File: src/rtl/pwm_counter_gen.sv
// PWM timebase counter: up, down and centre-aligned modes with shadowed settings.
// Optional PWM_CNT_REPEAT_EN adds a repetition count that thins out update events.
module pwm_counter_gen #(
   parameter int CNT_W = 16,
   parameter int PSC_W = 8
) (
   input  logic             clk,
   input  logic             rst_n,
   input  logic             en,
   input  logic             count_reset,
   input  logic [1:0]       mode,
   input  logic [CNT_W-1:0] period,
   input  logic [PSC_W-1:0] prescale,
   input  logic             one_shot,
`ifdef PWM_CNT_REPEAT_EN
   input  logic [7:0]       repeat_val,
`endif
   output logic [CNT_W-1:0] count_val,
   output logic             dir,
   output logic             ovf_pulse,
   output logic             unf_pulse,
   output logic             upd_pulse,
   output logic             done
);

   typedef enum logic [1:0] {
      M_UP   = 2'b00,
      M_DOWN = 2'b01,
      M_CTR  = 2'b10,
      M_UP3  = 2'b11
   } mode_e;

   logic [CNT_W-1:0] cnt_q, cnt_d;
   logic             dir_q, dir_d;
   logic [PSC_W-1:0] psc_q, psc_d;
   logic             ovf_q, ovf_d;
   logic             unf_q, unf_d;
   logic             upd_q, upd_d;
   logic             done_q, done_d;
   logic [CNT_W-1:0] per_sh_q, per_sh_d;
   logic [PSC_W-1:0] psc_sh_q, psc_sh_d;
   mode_e            mode_sh_q, mode_sh_d;
   logic             os_sh_q, os_sh_d;
`ifdef PWM_CNT_REPEAT_EN
   logic [7:0]       rep_sh_q, rep_sh_d;
   logic [7:0]       rep_q, rep_d;
`endif

   logic tick;
   logic base_ev;
   logic upd_ev;

   // Next-state: count_reset first, then prescaler tick, mode step and update event
   always_comb begin
      cnt_d     = cnt_q;
      dir_d     = dir_q;
      psc_d     = psc_q;
      ovf_d     = 1'b0;
      unf_d     = 1'b0;
      upd_d     = 1'b0;
      done_d    = done_q;
      per_sh_d  = per_sh_q;
      psc_sh_d  = psc_sh_q;
      mode_sh_d = mode_sh_q;
      os_sh_d   = os_sh_q;
`ifdef PWM_CNT_REPEAT_EN
      rep_sh_d  = rep_sh_q;
      rep_d     = rep_q;
`endif
      tick      = en && !done_q && (psc_q == psc_sh_q);
      base_ev   = 1'b0;
      upd_ev    = 1'b0;

      if (count_reset) begin
         per_sh_d  = period;
         psc_sh_d  = prescale;
         mode_sh_d = mode_e'(mode);
         os_sh_d   = one_shot;
`ifdef PWM_CNT_REPEAT_EN
         rep_sh_d  = repeat_val;
         rep_d     = '0;
`endif
         psc_d     = '0;
         done_d    = 1'b0;
         cnt_d     = (mode == M_DOWN) ? period : '0;
         dir_d     = (mode != M_DOWN);
      end else if (en && !done_q) begin
         if (!tick) begin
            psc_d = psc_q + 1'b1;
         end else begin
            psc_d = '0;
            case (mode_sh_q)
               M_DOWN: begin
                  if (cnt_q != '0) begin
                     cnt_d = cnt_q - 1'b1;
                  end else begin
                     cnt_d   = per_sh_q;
                     unf_d   = 1'b1;
                     base_ev = 1'b1;
                  end
               end
               M_CTR: begin
                  if (per_sh_q == '0) begin
                     cnt_d = '0;
                     dir_d = 1'b1;
                     ovf_d = 1'b1;
                  end else if (dir_q) begin
                     if (cnt_q < per_sh_q) begin
                        cnt_d = cnt_q + 1'b1;
                     end else begin
                        cnt_d = per_sh_q - 1'b1;
                        dir_d = 1'b0;
                        ovf_d = 1'b1;
                     end
                  end else if (cnt_q != '0) begin
                     cnt_d = cnt_q - 1'b1;
                  end else begin
                     cnt_d   = CNT_W'(1);
                     dir_d   = 1'b1;
                     unf_d   = 1'b1;
                     base_ev = 1'b1;
                  end
               end
               default: begin
                  if (cnt_q < per_sh_q) begin
                     cnt_d = cnt_q + 1'b1;
                  end else begin
                     cnt_d   = '0;
                     ovf_d   = 1'b1;
                     base_ev = 1'b1;
                  end
               end
            endcase

`ifdef PWM_CNT_REPEAT_EN
            if (base_ev) begin
               if (rep_q == rep_sh_q) begin
                  upd_ev = 1'b1;
                  rep_d  = '0;
               end else begin
                  rep_d  = rep_q + 1'b1;
               end
            end
`else
            upd_ev = base_ev;
`endif

            if (upd_ev) begin
               upd_d     = 1'b1;
               done_d    = os_sh_q;
               per_sh_d  = period;
               psc_sh_d  = prescale;
               mode_sh_d = mode_e'(mode);
               os_sh_d   = one_shot;
`ifdef PWM_CNT_REPEAT_EN
               rep_sh_d  = repeat_val;
`endif
               dir_d     = (mode != M_DOWN);
               // a down-mode reload takes the freshly loaded period
               if (mode_sh_q == M_DOWN) begin
                  cnt_d = period;
               end
            end
         end
      end
   end

   // State and shadow registers with synchronous active-low reset
   always_ff @(posedge clk) begin
      if (!rst_n) begin
         cnt_q     <= '0;
         dir_q     <= 1'b1;
         psc_q     <= '0;
         ovf_q     <= 1'b0;
         unf_q     <= 1'b0;
         upd_q     <= 1'b0;
         done_q    <= 1'b0;
         per_sh_q  <= '0;
         psc_sh_q  <= '0;
         mode_sh_q <= M_UP;
         os_sh_q   <= 1'b0;
`ifdef PWM_CNT_REPEAT_EN
         rep_sh_q  <= '0;
         rep_q     <= '0;
`endif
      end else begin
         cnt_q     <= cnt_d;
         dir_q     <= dir_d;
         psc_q     <= psc_d;
         ovf_q     <= ovf_d;
         unf_q     <= unf_d;
         upd_q     <= upd_d;
         done_q    <= done_d;
         per_sh_q  <= per_sh_d;
         psc_sh_q  <= psc_sh_d;
         mode_sh_q <= mode_sh_d;
         os_sh_q   <= os_sh_d;
`ifdef PWM_CNT_REPEAT_EN
         rep_sh_q  <= rep_sh_d;
         rep_q     <= rep_d;
`endif
      end
   end

   assign count_val = cnt_q;
   assign dir       = dir_q;
   assign ovf_pulse = ovf_q;
   assign unf_pulse = unf_q;
   assign upd_pulse = upd_q;
   assign done      = done_q;

endmodule

File: config.mk
export PLATFORM = sky130hd
export DESIGN_NAME = pwm_counter_gen
export DESIGN_NICKNAME = d
export VERILOG_FILES = /design/src/rtl/pwm_counter_gen.sv
export SDC_FILE = /design/constraint.sdc
export NUM_CORES = 1
export LEC_CHECK = 0
export CELL_PAD_IN_SITES_DETAIL_PLACEMENT = 0
export CELL_PAD_IN_SITES_GLOBAL_PLACEMENT = 1
export CORE_AREA = 2 2 108 110
export DETAILED_ROUTE_END_ITERATION = 10
export DIE_AREA = 0 0 110 112
export PLACE_DENSITY_LB_ADDON = 0.25
export SYNTH_ARGS = -nofsm -noshare
export SYNTH_HDL_FRONTEND = slang
export SYNTH_SLANG_ARGS = --single-unit
export TNS_END_PERCENT = 30
File: constraint.sdc
create_clock -name clk -period 3.5 [get_ports clk]
set_clock_uncertainty 0.15 [all_clocks]
set_input_delay 0.525 -clock clk [delete_from_list [all_inputs] [get_ports clk]]
set_output_delay 0.525 -clock clk [all_outputs]
set_load 0.05 [all_outputs]
; ---- Yosys cells after proc, flatten, opt, wreduce, memory -nomap -nowiden
; Cells that the tools add are included.
[totals]
regBits = 56
latchBits = 0
mem_bits_rw = 0
rom_bits = 0
in_bits = 31
out_inout_bits = 21
mem_count = 0
[op_classes]
add_sub_neg = 4
multipliers = 0
div_mod_pow = 0
order_cmp = 1
n_eq_ne = 5
shift = 0
mux = 51
bitwise = 3
n_reduce_logical = 15
[op_table]
columns = operator, n
row1 = $mux 16, 16
row2 = $mux 8, 5
row3 = $pmux 16 s2, 1
row4 = $sub 16x1->16 const B, 2
row5 = $mux 1, 22
row6 = $add 16x1->16 const B, 1
row7 = $logic_not 16->1, 1
row8 = $lt 16x16->1, 1
row9 = $reduce_bool 16->1, 1
row10 = $reduce_and 3->1, 3
row11 = $add 8x1->8 const B, 1
row12 = $eq 8x8->1, 1
row13 = $mux 2, 4
row14 = $pmux 1 s2, 3
row15 = $reduce_bool 2->1, 3
row16 = $eq 2x1->1 const B, 2
row17 = $reduce_or 4->1, 1
row18 = $not 1->1, 3
row19 = $reduce_bool 3->1, 1
row20 = $eq 2x2->1 const B, 1
row21 = $logic_and 1x1->1, 2
row22 = $ne 2x1->1 const B, 1
row23 = $reduce_and 2->1, 1
row24 = $reduce_or 2->1, 1
row25 = $logic_not 1->1, 1

; ---- Depth between registers and ports, before layout
; Gate-level depths: netlist (run 1).
[depth]
ltp_word = 12
ltp_mapped = 13
mapped_depth_nobuf = 9

; ---- Worst setup path after synthesis (run 1)
; Ideal clock, no wire load.
[synth_timing]
kind = register to register
from = register cnt_q[10], in the netlist count_val[10]
to = register per_sh_q[10]
arrival_ps = 2965
required_ps = 3278
slack_ps = 313
path_stages_with_launch = 12
n_path_buf = 3
synth_period_minus_slack_ps = 3187
path_cell_list = dfxtp_1 ha_1 a21o_1 a221oi_1 o22ai_1 or3_1 buf_2 a22o_2 a21oi_1 buf_4 buf_6 mux2i_1
[synth_via]
elab_chain_len = 10
word_cells_on_any_way = 12
[synth_rtl]
columns = item, line
row1 = "start, declared", 33  ; logic [CNT_W-1:0] cnt_q, cnt_d;
row2 = "start signal, assigned", 187  ; cnt_q <= cnt_d;
row3 = branches (longest 4 deep; another with $lt 16x16->1), --
row4 = $pmux 1 s2 *, 92  ; case (mode_sh_q)
row5 = $mux 1 *, 88  ; if (!tick) begin
row6 = $mux 1 *, 87  ; end else if (en && !done_q) begin
row7 = $mux 1 *, 74  ; if (count_reset) begin
row8 = $reduce_bool 2->1 (no source line) *, --
row9 = $reduce_and 3->1 (no source line) *, --
row10 = "end signal, assigned", 194  ; per_sh_q <= per_sh_d;
row11 = "end, declared", 40  ; logic [CNT_W-1:0] per_sh_q, per_sh_d;
; Every way passes the cells marked *. The select of a mux whose other input is x is not followed.
; A chain may end at the register's enable or synchronous reset.

; ---- Worst setup path in the final report (run 1)
[layout_timing]
from = register per_sh_q[14]
to = register cnt_q[2], in the netlist count_val[2]
[layout_via]
elab_chain_len = 10
word_cells_on_any_way = 18
[layout_rtl]
columns = item, line
row1 = $lt 16x16->1 or $logic_not 16->1 (tied branches), "108, 125, 103"
row2 = "$mux 16, or another cell as far along", 108  ; if (cnt_q < per_sh_q) begin
row3 = $mux 16 or $pmux 1 s2 (tied branches), "107, 92"
row4 = $mux 16 or $mux 1 (tied branches), "103, 88"
row5 = $pmux 16 s2 or $mux 1 (tied branches), "92, 87"
row6 = $mux 16 or $mux 1 (tied branches), "160, 74"
row7 = $mux 16 *, 148  ; if (upd_ev) begin
row8 = $mux 16 *, 88
row9 = $mux 16 *, 87
row10 = $mux 16 *, 74
; Every way passes the cells marked *; elsewhere a longest branch is shown, timed or not. The select of a mux whose other input is x is not followed.

==> reports/results.tsv, run 1 <==
stage	metric	value	unit
yosys	Compound-Gate Fraction of Synth Area	0.2152	
cts	root buffer cell	clkbuf_16	
detailed_routing	highest routed layer	met4	
final_layout	final instance area	5838	sq um
yosys	most common cell in the netlist	nand2_1	
final_layout	fill cell total of the finished layout	1096	
placed_design	DPL Wire Length	13240	microns
detailed_routing	met2 WL post-DR	7952	microns
yosys	Syn Inst Count	611	
power	worst vdd ir	0.2205	mV
worst_setup_path	Setup crit end kind	register	
cts	CTS tree	done	
worst_setup_path	critical path peak fanout	26	
timing	final period utilization	0.9651	
worst_setup_path	critical path endpoint	count_val[2]$_SDFFE_PN0P_	
yosys	Synth area leaders	dfxtp_1, mux2i_1, nand2_1, ha_1, xor2_1	
detailed_routing	DRC	0	
worst_setup_path	FF-to-FF path depth	11	
floorplan	Core Region	11170	sq um
detailed_routing	met3 wire length	1411	microns
yosys	largest family of logic cells by synthesized area	simple AND/OR/NAND/NOR gates	
final_layout	Layout Utilization	0.5225	
yosys	Simple-Gate Fraction of Synth Area	0.2537	
cts	clk sinks	56	
timing	maximum clock rate	0.2960	GHz
yosys	syn_area_per_cell	7.700	sq um
timing	Min Clock Period, post-route	3.378	ns
yosys	post-synthesis mux area share	0.07660	
placed_design	Post-Place Cells	825	
detailed_routing	TritonRoute pass-1 iters	5	
final_layout	Synth-to-Final Area Change	24.10	%
global_route	first-pass GRT wire length	27120	microns
timing	Max Slew Vio Count	0	
yosys	post-synthesis sequential area ratio	0.2383	
worst_setup_path	r2r setup slk	0.12	ns
yosys	XOR/XNOR Fraction of Synth Area	0.09122	
global_route	vias in the first global route	4972	
yosys	Yosys warning total	0	
floorplan	Die Ht	112	microns
final_layout	ratio of cells with drive above 1 in the final layout	0.1288	
timing	Slew @ Worst Pin	0.7858	ns
global_route	antenna violations before repair	0	
timing	final setup fails	0	
yosys	FF+latch count, synth	56	
floorplan	starting density of the core	0.4210	
placed_design	area post-placement	5675	sq um
cts	clk_lat worst skew	0.31	ns
status	run status	finished clean	
timing	Hold Vio Cnt, Final	0	
yosys	number of synthesized flops with an enable pin	0	
worst_hold_path	Hold Path Stages	2	
detailed_routing	metal1 wirelength	7278	microns
cts	H-tree lvl count	2	
yosys	Post-Syn Nets	665	
cts	CTS Buf Count	5	
detailed_routing	routed wire length	17580	microns
yosys	most frequent cells after synthesis	nand2_1, dfxtp_1, nor2_1	
worst_setup_path	Worst R2R Start	per_sh_q[14]$_SDFFE_PN0P_	
yosys	top cell type's share of synthesized area	0.2383	
global_route	Total Routing Usage GR	0.2919	
timing	Slew headroom	0.4721	
final_layout	post-route insts no fill	834	
yosys	Top FF cell, synth	dfxtp_1	
worst_setup_path	FF-to-FF End	count_val[2]$_SDFFE_PN0P_	
floorplan	full die area	12320	sq um
job	Max-Cap Viols	0	
yosys	Synth cell types	68	
worst_setup_path	Req. time, crit path	3.53	ns
placed_design	GP Congestion	1.005	
power	Cell Pwr Density	405.7	nW/um^2
final_layout	Antenna Cells	0	
yosys	Cell Area, Synth	4705	sq um
yosys	asr flop ratio synth	0	
worst_hold_path	HP Class	reg2reg	
cts	Hold-fix buffers, CTS	0	
cts	Clock Pin Slew Worst Setup and Hold Paths	0.08	ns
worst_setup_path	CP Data Arrival Time	3.40	ns
detailed_routing	via count	5005	
placed_design	Port Buffers	51	
cts	CTS max path bufs	2	
timing	unrepaired setup endpoints after global routing	yes	
final_layout	Nets	744	
worst_setup_path	WS Path Type	reg2reg	
worst_hold_path	Hold Path Origin	psc_sh_q[7]$_SDFFE_PN0P_	
power	P_leak	0.002407	uW
global_route	largest net degree at the start of global routing	43	
global_route	GRT overflow	0	
worst_setup_path	crit path from	per_sh_q[14]$_SDFFE_PN0P_	
floorplan	Top Ports	52	
detailed_routing	post-route ant nets	0	
floorplan	# rows	39	
detailed_routing	DRT iter0 DRCs	444	
yosys	Yosys top cell by area	dfxtp_1	
floorplan	Die X	110	microns
worst_setup_path	CP Launch Type	register	
timing	setup_tns	0	ns
detailed_routing	WL/cell	21.07	microns
detailed_routing	Vias per Instance	6.001	
yosys	Synth Area in Adders	0.06117	
[cell type report]
cell class | count | area (sq um) | area share
Inverter | 30 | 112.6 | 0.01929
Sequential cell | 56 | 1121 | 0.1920
Timing Repair Buffer | 111 | 968.4 | 0.1659
Clock inverter | 3 | 21.27 | 0.003643
Tap cell | 143 | 178.9 | 0.03065
Clock buffer | 5 | 125.1 | 0.02143
Multi-Input combinational cell | 486 | 3311 | 0.5671
[stage by stage]
stage	hold WS (ns)	power [uW]	setup slack [ns]
after detailed placement	0.3177	1827	0.03396
after floorplan	0.2881	1426	0.3130
final	0.3237	2368	0.1221
after CTS	0.3288	2361	0.01760
after global placement	0.2994	1825	0.04572
after global routing	0.3516	2493	-0.06038
[report_power, final]
group          switching [uW]  leakage, uW  internal, uW  total [uW]
Clock                     257    0.0000702           268         524
Combinational             694      0.00188           442        1140
Sequential               31.3     0.000459           677         708
Total                     982      0.00241          1390        2370
[cells by family (layout without fill, tap and decap cells)]
| family | after synthesis | count (layout) |
|---|---|---|
| simple gates | 236 | 236 |
| flops | 56 | 56 |
| xor+xnor | 49 | 49 |
| fa+ha+maj | 23 | 23 |
| compound gates | 141 | 142 |
| buf+inv | 70 | 149 |
| mux | 36 | 36 |
[state kept, by name (all words and copies together), names as in the netlist]
register and cells:
mode_sh_q 2, done 1, psc_q 8, dir 1, unf_pulse 1, ovf_pulse 1
psc_sh_q 8, os_sh_q 1, count_val 16, per_sh_q 16, upd_pulse 1
[routing by layer]
metal  vias to the layer above  global-route usage
li1                       2384                   -
met1                      2340              0.3799
met2                       230              0.4495
met3                        51             0.05386
met4                         0              0.1603
met5                         -                   0
[critical path: stages, from the launching register on]
cell	delay, ns
dfxtp_1	0.37
inv_1	0.08
ha_1	0.30
nand4_1	0.14
or3b_2	0.53
buf_12	0.15
a2111oi_4	0.32
or3_1	0.19
buf_4	0.33
nor2_1	0.20
a221oi_1	0.34
a311oi_1	0.13
[worst min-delay path by stage]
stage                                          end
after floorplan               os_sh_q$_SDFFE_PN0P_
after global placement        os_sh_q$_SDFFE_PN0P_
after detailed placement  psc_sh_q[7]$_SDFFE_PN0P_
after CTS                 psc_sh_q[7]$_SDFFE_PN0P_
after global routing      psc_sh_q[4]$_SDFFE_PN0P_
final                     psc_sh_q[7]$_SDFFE_PN0P_
[layout by cell type (no fill, tap or decap), types with 3 or more instances in the layout]
cell	instances
mux2i_1	36
nor3b_1	3
clkbuf_16	5
ha_1	23
a31oi_1	6
nand4_1	12
a21oi_1	32
o21a_1	6
nand3_1	23
a211oi_1	7
o31ai_1	5
clkdlybuf4s50_1	50
and2_1	3
o22ai_1	6
or2_2	3
o311a_1	3
xnor2_1	23
o21ai_0	22
a21oi_4	3
and4_1	3
nand2b_1	4
nor4_1	10
dfxtp_1	56
nor3_1	12
a311oi_1	3
nand2_1	86
a22oi_1	3
or4_1	6
o211ai_1	7
a21o_1	4
nor2_1	38
a221oi_1	6
o221ai_1	6
buf_4	59
inv_1	29
and3_1	15
xor2_1	26
[repair_timing]
action | CTS | global route
setup buffers | 0 | 0
setup endpoints to repair | 0 | 29
gates resized for setup | 0 | 1
endpoints found under the hold margin | 0 | 0
Note: power is estimated with default switching activity, not from simulation.
==> run 2: changes to the inputs <==
==> constraint.sdc (replaced) <==
create_clock -name clk -period 3.3 [get_ports clk]
set_clock_uncertainty 0.15 [all_clocks]
set_input_delay 0.495 -clock clk [delete_from_list [all_inputs] [get_ports clk]]
set_output_delay 0.495 -clock clk [all_outputs]
set_load 0.05 [all_outputs]
==> run 2 against run 1 <==
Die area stayed put. Global-route usage is 0.20 points higher. Maximum frequency is 8.3% higher. Hold slack worse by 0.00075 ns. Via count is 1.6% higher. Combinational power is 7% higher. Largest power group unchanged. Routed wire length is 1.5% higher. Worst setup slack better by 0.057 ns. First-iteration DRC count is 3.6% higher. Total power is 11% higher. Critical path depth is 1 lower.
==> reports/results.tsv, run 2 (synthesis gave the netlist of run 1 again) <==
stage	metric	value	unit	change
cts	CTS max path bufs	2		unchanged
timing	Slew headroom	0.5545		was 0.4721
detailed_routing	Vias per Instance	6.100		was 6.001
worst_setup_path	Max stage delay on crit path	0.51	ns	was 0.53 ns
placed_design	area post-placement	5680	sq um	was 5675 sq um
floorplan	full die area	12320	sq um	unchanged
cts	CTS tree	done		unchanged
worst_hold_path	HP Class	reg2reg		unchanged
detailed_routing	DRC	0		unchanged
timing	maximum clock rate	0.3205	GHz	was 0.2960 GHz
power	Cell Pwr Density	448.4	nW/um^2	was 405.7 nW/um^2
power	worst vdd ir	0.3919	mV	was 0.2205 mV
timing	Max Slew Vio Count	0		unchanged
worst_setup_path	critical path endpoint	count_val[9]$_SDFFE_PN0P_		was count_val[2]$_SDFFE_PN0P_
worst_setup_path	critical path peak fanout	12		was 26
status	run status	finished clean		unchanged
floorplan	Top Ports	52		unchanged
floorplan	# rows	39		unchanged
final_layout	final instance area	5889	sq um	was 5838 sq um
timing	Min Clock Period, post-route	3.120	ns	was 3.378 ns
detailed_routing	via count	5087		was 5005
worst_setup_path	CP Data Arrival Time	3.14	ns	was 3.40 ns
detailed_routing	TritonRoute pass-1 iters	6		was 5
worst_setup_path	r2r setup slk	0.18	ns	was 0.12 ns
detailed_routing	post-route ant nets	0		unchanged
worst_setup_path	worst path bufs/invs	2		was 3
cts	clk_lat worst skew	0.32	ns	was 0.31 ns
detailed_routing	routed wire length	17840	microns	was 17580 microns
final_layout	most common cell after layout, fill and taps aside	nand2_1		unchanged
final_layout	Nets	744		unchanged
placed_design	Port Buffers	51		unchanged
worst_setup_path	FF-to-FF End	count_val[9]$_SDFFE_PN0P_		was count_val[2]$_SDFFE_PN0P_
global_route	vias in the first global route	4770		was 4972
worst_setup_path	Worst R2R Start	per_sh_q[12]$_SDFFE_PN0P_		was per_sh_q[14]$_SDFFE_PN0P_
placed_design	DPL Wire Length	13730	microns	was 13240 microns
worst_setup_path	WS Path Type	reg2reg		unchanged
final_layout	ratio of cells with drive above 1 in the final layout	0.1331		was 0.1288
worst_setup_path	Crit. path cell count	10		was 11
power	P_leak	0.002430	uW	was 0.002407 uW
worst_setup_path	Setup crit end kind	register		unchanged
global_route	GRT overflow	0		unchanged
job	Max-Cap Viols	0		unchanged
detailed_routing	DRT iter0 DRCs	460		was 444
global_route	largest net degree at the start of global routing	37		was 43
cts	H-tree lvl count	2		unchanged
final_layout	Synth-to-Final Area Change	25.19	%	was 24.10%
cts	clk sinks	56		unchanged
timing	setup_tns	0	ns	unchanged
floorplan	Die Ht	112	microns	unchanged
timing	final setup fails	0		unchanged
cts	root buffer cell	clkbuf_16		unchanged
timing	final period utilization	0.9456		was 0.9651
global_route	antenna violations before repair	0		unchanged
worst_setup_path	CP Launch Type	register		unchanged
placed_design	GP Congestion	1.011		was 1.005
global_route	Total Routing Usage GR	0.2940		was 0.2919
worst_setup_path	Req. time, crit path	3.32	ns	was 3.53 ns
timing	Hold Vio Cnt, Final	0		unchanged
worst_setup_path	crit path cell chain	inv_1 > ha_1 > nand4_1 > or3b_2 > o22ai_1 > or3_1 > buf_12 > nor3_1 > o31ai_1 > a31oi_1		was inv_1 > ha_1 > nand4_1 > or3b_2 > buf_12 > a2111oi_4 > or3_1 > buf_4 > nor2_1 > a221oi_1 > a311oi_1
cts	Clock Pin Slew Worst Setup and Hold Paths	0.08	ns	about the same
final_layout	fill cell total of the finished layout	1112		was 1096
worst_setup_path	FF-to-FF path depth	10		was 11
final_layout	FF+latch area	1121	sq um	unchanged
timing	unrepaired setup endpoints after global routing	no		was yes
final_layout	Antenna Cells	0		unchanged
detailed_routing	WL/cell	21.40	microns	was 21.07 microns
final_layout	commonest non-fill, non-tap cells in the layout	nand2_1, buf_4, dfxtp_1, clkdlybuf4s50_1, nor2_1		unchanged
final_layout	multi-input logic area	3321	sq um	was 3311 sq um
timing	Slew @ Worst Pin	0.6646	ns	was 0.7858 ns
worst_setup_path	Slowest-stage cell, CP	or3b_2		unchanged
worst_setup_path	Crit path max-delay family	simple AND/OR/NAND/NOR gates		unchanged
cts	CTS Buf Count	5		unchanged
floorplan	Die X	110	microns	unchanged
worst_setup_path	crit path from	per_sh_q[12]$_SDFFE_PN0P_		was per_sh_q[14]$_SDFFE_PN0P_
global_route	first-pass GRT wire length	27010	microns	was 27120 microns
floorplan	starting density of the core	0.4210		unchanged
floorplan	Core Region	11170	sq um	unchanged
-- run 2: changes by cell type in the layout (fill, tap and decap cells not counted) --
cell        delta
a21oi_2        -1
buf_12         +1
bufinv_16      +1
clkbuf_1       +1
clkinv_2       -1
clkinvlp_4     -1
nor3_1         -3
nor3_2         +3
or4_1          -1
or4_4          +1
-- run 2: through the flow --
| step | utilization | setup WS (ns) | hold slack (ns) | power [uW] | std cells |
|---|---|---|---|---|---|
| after floorplan | - | 0.1130 | 0.2881 | 1512 | 611 |
| after global placement | 0.5083 | 0.07528 | 0.2969 | 1947 | 824 |
| after detailed placement | 0.5083 | 0.09016 | 0.3104 | 1956 | 824 |
| after CTS | 0.5233 | 0.05094 | 0.3235 | 2616 | 832 |
| after global routing | 0.5270 | 0.05522 | 0.3392 | 2757 | 834 |
| final | 0.5270 | 0.1796 | 0.3229 | 2641 | 834 |
-- run 2: worst min-delay path: cells and delay by family (launching register included) --
| family | cells | cell delay [ns] |
|---|---|---|
| DFF | 1 | 0.31 |
| and+or+nand+nor | 1 | 0.06 |
| muxes | 1 | 0.06 |
-- run 2: worst min-delay path by stage --
stage,from,to,slack (ns),depth (start not counted)
after floorplan,os_sh_q$_SDFFE_PN0P_,os_sh_q$_SDFFE_PN0P_,0.29,2
after global placement,os_sh_q$_SDFFE_PN0P_,os_sh_q$_SDFFE_PN0P_,0.30,2
after detailed placement,os_sh_q$_SDFFE_PN0P_,os_sh_q$_SDFFE_PN0P_,0.31,2
after CTS,os_sh_q$_SDFFE_PN0P_,os_sh_q$_SDFFE_PN0P_,0.32,2
after global routing,os_sh_q$_SDFFE_PN0P_,os_sh_q$_SDFFE_PN0P_,0.34,2
final,os_sh_q$_SDFFE_PN0P_,os_sh_q$_SDFFE_PN0P_,0.32,2
-- run 2: what timing repair did --
action / 4_1_cts / 5_1_grt
buffers inserted: 0 / 2
endpoints found under the setup margin: 0 / 32
gates resized for setup: 0 / 5
hold buffers: 0 / 0
-- run 2: area by class of cell --
type,count,area share
clock buffer,6,0.02188
clock inverter,2,0.006586
inverter,30,0.01912
multi-input combinational,485,0.5638
sequential,56,0.1904
tap,143,0.03038
timing repair buffer,112,0.1678
-- run 2: per-layer routing --
| metal | part of all wire | global-route usage | vias to the layer above |
|---|---|---|---|
| met2 | 0.45 | 0.4569 | 259 |
| li1 | - | - | 2379 |
| met4 | 0.059 | 0.1435 | 0 |
| met5 | 0 | 0 | - |
| met1 | 0.41 | 0.3838 | 2390 |
| met3 | 0.077 | 0.05855 | 59 |
-- run 2: report_power, final --
part	internal, uW	total (uW)	switching, uW
logic	488	1220	734
registers	718	762	44.7
clock network	363	656	292
